--- src/rtl/seq_tx_pkg.sv ---
// Shared types and helpers for the serial pattern transmitter.
// Holds the FSM state encoding, the counter-width helper and the canonical 1001 pattern.
package seq_tx_pkg;

    typedef enum logic [1:0] {
        ST_IDLE  = 2'b00,
        ST_SHIFT = 2'b01,
        ST_GAP   = 2'b10
    } tx_state_t;

    localparam logic [3:0] PAT_1001 = 4'b1001;

    // Bits needed to hold 0..maxCount, i.e. clog2(maxCount+1), never less than one.
    function automatic int cntWidth(input int maxCount);
        int w;
        w = 1;
        while ((1 << w) < (maxCount + 1)) begin
            w = w + 1;
        end
        return w;
    endfunction

endpackage

--- src/rtl/piso_shift_reg.sv ---
// Parallel-load, serial-out shift register; LSB_FIRST selects which end is presented on q.
// Zeros are shifted in, so the register drains to all-zero once a frame has been sent.
module piso_shift_reg
    import seq_tx_pkg::*;
#(
    parameter int WIDTH     = 4,
    parameter bit LSB_FIRST = 1'b1
) (
    input  logic             clk,
    input  logic             rst,
    input  logic             load,
    input  logic [WIDTH-1:0] d,
    input  logic             shift,
    output logic             q
);

    logic [WIDTH-1:0] r_data;

    // Load wins over shift so a back-to-back word replaces the drained register.
    always_ff @(posedge clk or negedge rst) begin
        if (!rst) begin
            r_data <= '0;
        end else if (load) begin
            r_data <= d;
        end else if (shift) begin
            if (LSB_FIRST) begin
                r_data <= r_data >> 1;
            end else begin
                r_data <= r_data << 1;
            end
        end
    end

    assign q = LSB_FIRST ? r_data[0] : r_data[WIDTH-1];

endmodule

--- src/rtl/seq_pattern_tx.sv ---
// Serial pattern transmitter: valid/ready word intake, one bit per clock out, programmable idle gap.
// Define SEQ_PATTERN_TX_PARITY_EN to append an even-parity bit to every frame.
module seq_pattern_tx
    import seq_tx_pkg::*;
#(
    parameter int WIDTH     = 4,
    parameter int GAP       = 1,
    parameter bit LSB_FIRST = 1'b1
) (
    input  logic             clk,
    input  logic             rst,
    input  logic [WIDTH-1:0] in_data,
    input  logic             in_valid,
    output logic             in_ready,
    output logic             out,
    output logic             out_valid,
    output logic             busy,
    output logic             done
);

`ifdef SEQ_PATTERN_TX_PARITY_EN
    localparam int FRAME_BITS = WIDTH + 1;
`else
    localparam int FRAME_BITS = WIDTH;
`endif
    localparam int BW = cntWidth(WIDTH);
    localparam int GW = cntWidth(GAP);
    localparam bit HAS_GAP = (GAP > 0);
    localparam logic [BW-1:0] LAST_BIT = BW'(FRAME_BITS - 1);
    localparam logic [GW-1:0] LAST_GAP = GW'((GAP > 0) ? (GAP - 1) : 0);

    tx_state_t r_state;
    tx_state_t w_nextState;
    logic [BW-1:0] r_bitCnt;
    logic [BW-1:0] w_nextBitCnt;
    logic [GW-1:0] r_gapCnt;
    logic [GW-1:0] w_nextGapCnt;
    logic r_outValid;
    logic w_load;
    logic w_shift;
    logic w_flush;
    logic w_lastBit;
    logic w_lastGap;
    logic w_inReady;
    logic w_accept;
    logic w_pisoQ;
    logic [FRAME_BITS-1:0] w_frame;
    logic [FRAME_BITS-1:0] w_pisoD;

`ifdef SEQ_PATTERN_TX_PARITY_EN
    // Parity sits at whichever end leaves the register last.
    assign w_frame = LSB_FIRST ? {^in_data, in_data} : {in_data, ^in_data};
`else
    assign w_frame = in_data;
`endif

    assign w_pisoD   = w_flush ? '0 : w_frame;
    assign w_lastBit = (r_bitCnt == LAST_BIT);
    assign w_lastGap = (r_gapCnt == LAST_GAP);

    // Ready in IDLE, and in the final cycle of a frame (GAP==0) or of the gap (GAP>0).
    always_comb begin
        w_inReady = 1'b0;
        if (rst) begin
            case (r_state)
                ST_IDLE:  w_inReady = 1'b1;
                ST_SHIFT: w_inReady = !HAS_GAP && w_lastBit;
                ST_GAP:   w_inReady = HAS_GAP && w_lastGap;
                default:  w_inReady = 1'b0;
            endcase
        end
    end

    assign w_accept = in_valid & w_inReady;

    always_comb begin
        w_nextState  = r_state;
        w_nextBitCnt = r_bitCnt;
        w_nextGapCnt = r_gapCnt;
        w_load       = 1'b0;
        w_shift      = 1'b0;
        w_flush      = 1'b0;
        case (r_state)
            ST_IDLE: begin
                if (w_accept) begin
                    w_nextState  = ST_SHIFT;
                    w_nextBitCnt = '0;
                    w_load       = 1'b1;
                end
            end
            ST_SHIFT: begin
                if (!w_lastBit) begin
                    w_shift      = 1'b1;
                    w_nextBitCnt = r_bitCnt + 1'b1;
                end else if (w_accept) begin
                    w_load       = 1'b1;
                    w_nextBitCnt = '0;
                end else if (HAS_GAP) begin
                    w_shift      = 1'b1;
                    w_nextState  = ST_GAP;
                    w_nextGapCnt = '0;
                end else begin
                    w_shift      = 1'b1;
                    w_nextState  = ST_IDLE;
                end
            end
            ST_GAP: begin
                if (!w_lastGap) begin
                    w_nextGapCnt = r_gapCnt + 1'b1;
                end else if (w_accept) begin
                    w_nextState  = ST_SHIFT;
                    w_nextBitCnt = '0;
                    w_load       = 1'b1;
                end else begin
                    w_nextState  = ST_IDLE;
                end
            end
            default: begin
                // Unreachable encoding: recover to IDLE with a clean serial line.
                w_nextState  = ST_IDLE;
                w_nextBitCnt = '0;
                w_nextGapCnt = '0;
                w_load       = 1'b1;
                w_flush      = 1'b1;
            end
        endcase
    end

    always_ff @(posedge clk or negedge rst) begin
        if (!rst) begin
            r_state    <= ST_IDLE;
            r_bitCnt   <= '0;
            r_gapCnt   <= '0;
            r_outValid <= 1'b0;
        end else begin
            r_state    <= w_nextState;
            r_bitCnt   <= w_nextBitCnt;
            r_gapCnt   <= w_nextGapCnt;
            r_outValid <= (w_nextState == ST_SHIFT);
        end
    end

    piso_shift_reg #(
        .WIDTH     (FRAME_BITS),
        .LSB_FIRST (LSB_FIRST)
    ) u_piso (
        .clk   (clk),
        .rst   (rst),
        .load  (w_load),
        .d     (w_pisoD),
        .shift (w_shift),
        .q     (w_pisoQ)
    );

    assign in_ready  = w_inReady;
    assign out       = w_pisoQ;
    assign out_valid = r_outValid;
    assign busy      = (r_state == ST_SHIFT) || (r_state == ST_GAP);
    assign done      = (r_state == ST_SHIFT) && w_lastBit;

endmodule
--- config.mk ---
export PLATFORM = sky130hd
export DESIGN_NAME = seq_pattern_tx
export DESIGN_NICKNAME = d
export VERILOG_FILES = /design/src/rtl/seq_tx_pkg.sv /design/src/rtl/piso_shift_reg.sv /design/src/rtl/seq_pattern_tx.sv
export SDC_FILE = /design/constraint.sdc
export NUM_CORES = 1
export LEC_CHECK = 0
export ABC_CLOCK_PERIOD_IN_PS = 1400
export BUFFER_PORTS_ARGS = -buffer_cell sky130_fd_sc_hd__buf_2
export CORE_AREA = 5 5 42 44
export CTS_BUF_LIST = sky130_fd_sc_hd__clkbuf_8
export CTS_CLUSTER_DIAMETER = 200
export DETAILED_ROUTE_END_ITERATION = 10
export DIE_AREA = 0 0 47 49
export GPL_TIMING_DRIVEN = 0
export PLACE_DENSITY = 0.7
export SETUP_SLACK_MARGIN = 0.15
export SLEW_MARGIN = 0
export SYNTH_ARGS = -nofsm -noshare
export SYNTH_HDL_FRONTEND = slang
export SYNTH_SLANG_ARGS = --single-unit
--- constraint.sdc ---
create_clock -name clk -period 1.4 [get_ports clk]
set_clock_uncertainty 0.05 [all_clocks]
set_input_delay 0.28 -clock clk [delete_from_list [all_inputs] [get_ports clk]]
set_output_delay 0.28 -clock clk [all_outputs]
set_load 0.1 [all_outputs]
==> results.rst <==
.. list-table::
   :header-rows: 1

   * - Metric
     - Value
   * - Root buffer selected by CTS
     - sky130_fd_sc_hd__clkbuf_8
   * - Buffers and inverters on the worst path
     - 4
   * - Detail Route Antenna Nets
     - 0
   * - Global placer's final weighted congestion
     - roughly 0.8
   * - CP Capture Type
     - flop
   * - Count of synthesis-stage warnings from yosys
     - 0
   * - RSZ-0062 raised after global routing
     - true
   * - Initial detailed-routing violation count
     - 16
   * - Global-route wire length before repair
     - 2.766 mm
   * - Max Root-Sink Buffers
     - 2
   * - # clock sinks
     - 10
   * - Post-Synthesis Mean Instance Area
     - 10.44 um2
   * - Relative max-transition margin
     - 0.7029
   * - Class of the most critical hold timing path
     - input port to flop
   * - Max cap viols
     - 0
   * - Total core area
     - 0.001401 mm2
   * - Chip width
     - around 47 um
   * - Final critical-path required period
     - ~1.7 ns
   * - Die height
     - 49 um
   * - Initial standard-cell utilization of the core
     - 0.4321
   * - H-tree levels
     - 1
   * - Synthesized netlist net count
     - 70
   * - Crit share post-route
     - 1.216
   * - Most repeated library cell on the critical path
     - sky130_fd_sc_hd__buf_6
   * - Violated checks
     - setup timing
   * - Result of the run
     - finished with violations
   * - CTS tree
     - yes
   * - CP arrival
     - ~1.8 ns
   * - HPWL after DPL
     - 862.3 um
   * - Number of DRC violations after detailed routing
     - 0
   * - Slew of the pin with the lowest slew margin
     - roughly 0.44 ns
   * - Total number of vias
     - 617
   * - Cells along the critical path
     - inv_4, ha_4, buf_6, buf_8, o211ai_4, buf_6, a21oi_2, nor3b_2
   * - Synthesis-stage register bit count
     - 10
   * - Vias per cell
     - about 5.8
   * - Critical Path Source Type
     - flop
   * - Post-Route Hold Slack
     - between 0.2 and 0.25 ns
   * - Hold Fails Final Rpt
     - 0
   * - Ratio of cells with drive above 1 in the final layout
     - 0.6703
   * - Die area
     - approximately 0.0023 mm2
   * - Input/output buffers
     - 11
   * - Synth unique cells
     - 23
   * - Final setup slack of the worst path
     - -0.3024 ns
   * - Routed WL
     - between 2 and 2.5 mm
   * - Area taken by multi-input logic gates
     - 471.7 um2
   * - Vias in the first global route
     - 566
   * - GR Util All Layers
     - 0.1734
   * - Gate family responsible for the most delay along the worst path
     - buffers and inverters
   * - Delay of the slowest cell on the worst path
     - approximately 0.43 ns
   * - Count of mapped cells out of synthesis
     - 58
   * - Iteration count of the initial detailed-routing pass
     - 4
   * - Number of setup violations in the final report
     - 13
   * - CP required
     - 1.50 ns
   * - Crit path max-delay cell type
     - sky130_fd_sc_hd__dfrtp_2
   * - Critical path class
     - flop to flop
   * - Summed instance area of the synthesized netlist
     - ~600 um2
   * - Layout overhead on the synthesized area
     - 82.64%
   * - Highest clock rate
     - just under 0.6 GHz
   * - Final #Nets
     - ~100
   * - Initial antenna violation count
     - 0
   * - TritonCTS buffer count
     - 3
   * - CP max FO
     - 5
   * - Global-route congestion overflow total
     - 0
   * - Filler instances
     - 78
   * - Pin count of the biggest net entering global routing
     - 11
   * - Number of rows in the core area
     - 14
   * - Wirelength per Cell
     - 19.52 um
   * - I/O pin cnt
     - 12
   * - Storage cell area
     - approximately 250 um2
   * - Part of the Yosys area used for sequential elements
     - 0.4132
   * - Clock insertion delay at the later pin of the skew report
     - around 0.24 ns
   * - Final-report max-slew violation count
     - 0
   * - Clock-pin slew reported for the worst setup and hold paths after clock tree synthesis
     - approximately 0.05 ns
   * - Antenna diode instance count
     - 0
## layout by cell type (no fill, tap or decap), types with 2 or more instances in the layout
master | Yosys | final
sky130_fd_sc_hd__dfrtp_1 | 10 | 8
sky130_fd_sc_hd__a31oi_4 | 0 | 2
sky130_fd_sc_hd__buf_12 | 0 | 3
sky130_fd_sc_hd__ha_4 | 0 | 3
sky130_fd_sc_hd__nand2_1 | 3 | 3
sky130_fd_sc_hd__nand2b_1 | 2 | 2
sky130_fd_sc_hd__ha_1 | 5 | 2
sky130_fd_sc_hd__a21oi_2 | 0 | 2
sky130_fd_sc_hd__nor2_1 | 4 | 2
sky130_fd_sc_hd__buf_6 | 3 | 4
sky130_fd_sc_hd__a211oi_2 | 0 | 2
sky130_fd_sc_hd__buf_2 | 0 | 6
sky130_fd_sc_hd__buf_4 | 0 | 17
sky130_fd_sc_hd__nand3_1 | 2 | 2
sky130_fd_sc_hd__mux2i_1 | 3 | 3
sky130_fd_sc_hd__a21oi_1 | 4 | 2
sky130_fd_sc_hd__clkbuf_8 | 0 | 4
sky130_fd_sc_hd__dfrtp_2 | 0 | 2
sky130_fd_sc_hd__nand3b_1 | 2 | 2
## state kept, by name, indices dropped and copies added (netlist names)
name,cells
u_piso.r_data,4
r_bitCnt,3
r_state,2
out_valid,1
## synthesized netlist by cell type
cell type                  count  area share
sky130_fd_sc_hd__and3b_1       2       0.029
sky130_fd_sc_hd__o311ai_1      2       0.029
sky130_fd_sc_hd__buf_6         3       0.056
sky130_fd_sc_hd__a31oi_1       2       0.021
sky130_fd_sc_hd__inv_1         3       0.019
sky130_fd_sc_hd__nand2b_1      2       0.021
sky130_fd_sc_hd__dfrtp_1      10        0.41
sky130_fd_sc_hd__a211oi_1      3       0.037
sky130_fd_sc_hd__a21o_2        1       0.014
sky130_fd_sc_hd__nand2_1       3       0.019
sky130_fd_sc_hd__nand3b_1      2       0.025
sky130_fd_sc_hd__clkbuf_1      1      0.0062
sky130_fd_sc_hd__a21oi_1       4       0.033
sky130_fd_sc_hd__nor2_1        4       0.025
sky130_fd_sc_hd__o211ai_2      1       0.021
sky130_fd_sc_hd__ha_1          5        0.10
sky130_fd_sc_hd__mux2i_1       3       0.050
sky130_fd_sc_hd__nand3_1       2       0.017
sky130_fd_sc_hd__o211a_1       1       0.017
sky130_fd_sc_hd__a221oi_1      1       0.014
sky130_fd_sc_hd__nor2b_1       1       0.010
sky130_fd_sc_hd__o22ai_1       1       0.010
sky130_fd_sc_hd__nor3b_1       1       0.012
## layer usage
layer | wire (um) | track usage
met5 | 0 | 0
met4 | 106 | 0.1014
met3 | 87 | 0.05166
met2 | 1048 | 0.2511
met1 | 847 | 0.2202
## per-stage QoR
step | instance area, um2 | util | std cells | worst slack, ns | setup TNS [ns]
2_1_floorplan | 630.6 | - | 58 | -0.2441 | -1.116
3_3_place_gp | 705.7 | 0.5036 | 85 | -0.4212 | -2.070
3_5_place_dp | 705.7 | 0.5036 | 85 | -0.4394 | -2.239
4_1_cts | 944.7 | 0.6741 | 99 | -0.2863 | -2.971
5_1_grt | 1106 | 0.7893 | 107 | -0.3649 | -3.827
6_report | 1106 | 0.7893 | 107 | -0.3024 | -2.971
## what timing repair did
action	4_1_cts	5_1_grt
buffers inserted	8	8
resized for setup	24	21
pin swaps	6	7
hold buffers	1	0
hold endpoints to repair	10	0
cloned	1	0
setup endpoints to repair	15	13
## layout make-up
class / instances / share of cell area
Clock buffer: 4 / 0.04977
Multi-Input combinational cell: 41 / 0.4265
Timing Repair Buffer: 29 / 0.2296
Buffer: 4 / 0.03507
Tap cell: 16 / 0.01810
Inverter: 3 / 0.01244
Sequential cell: 10 / 0.2285
## final timing paths
| kind | slack, ns | cells after the start | from | end |
|---|---|---|---|---|
| max | -0.30 | 8 | r_state[0]$_DFF_PN0_ | r_state[1]$_DFF_PN0_ |
| min | 0.23 | 3 | in_data[3] | u_piso.r_data[3]$_DFFE_PN0P_ |
| max reg2reg | -0.30 | 8 | r_state[0]$_DFF_PN0_ | r_state[1]$_DFF_PN0_ |
| min reg2reg | 0.51 | 1 | r_bitCnt[2]$_DFF_PN0_ | r_bitCnt[2]$_DFF_PN0_ |
| max in group asynchronous | 0.37 | 2 | rst | r_state[0]$_DFF_PN0_ |
| min in group asynchronous | 0.60 | 2 | rst | out_valid$_DFF_PN0_ |
## kinds of logic (layout without fill, tap and decap cells)
family	after synthesis	after routing	share of synthesized area
adders and majority gates	5	5	0.1033
AOI/OAI and AO/OA	16	16	0.1963
muxes	3	3	0.04959
buffers and inverters	7	40	0.08057
and+or+nand+nor	17	17	0.1570
DFF	10	10	0.4132
## tightest hold or removal path: stages
cell	delay, ns
sky130_fd_sc_hd__buf_2	0.09
sky130_fd_sc_hd__nand2_1	0.05
sky130_fd_sc_hd__a21oi_1	0.06
Power is left out: the tool's default activity adds up to more than one toggle a clock period on the data nets, which glitch-free logic cannot reach.
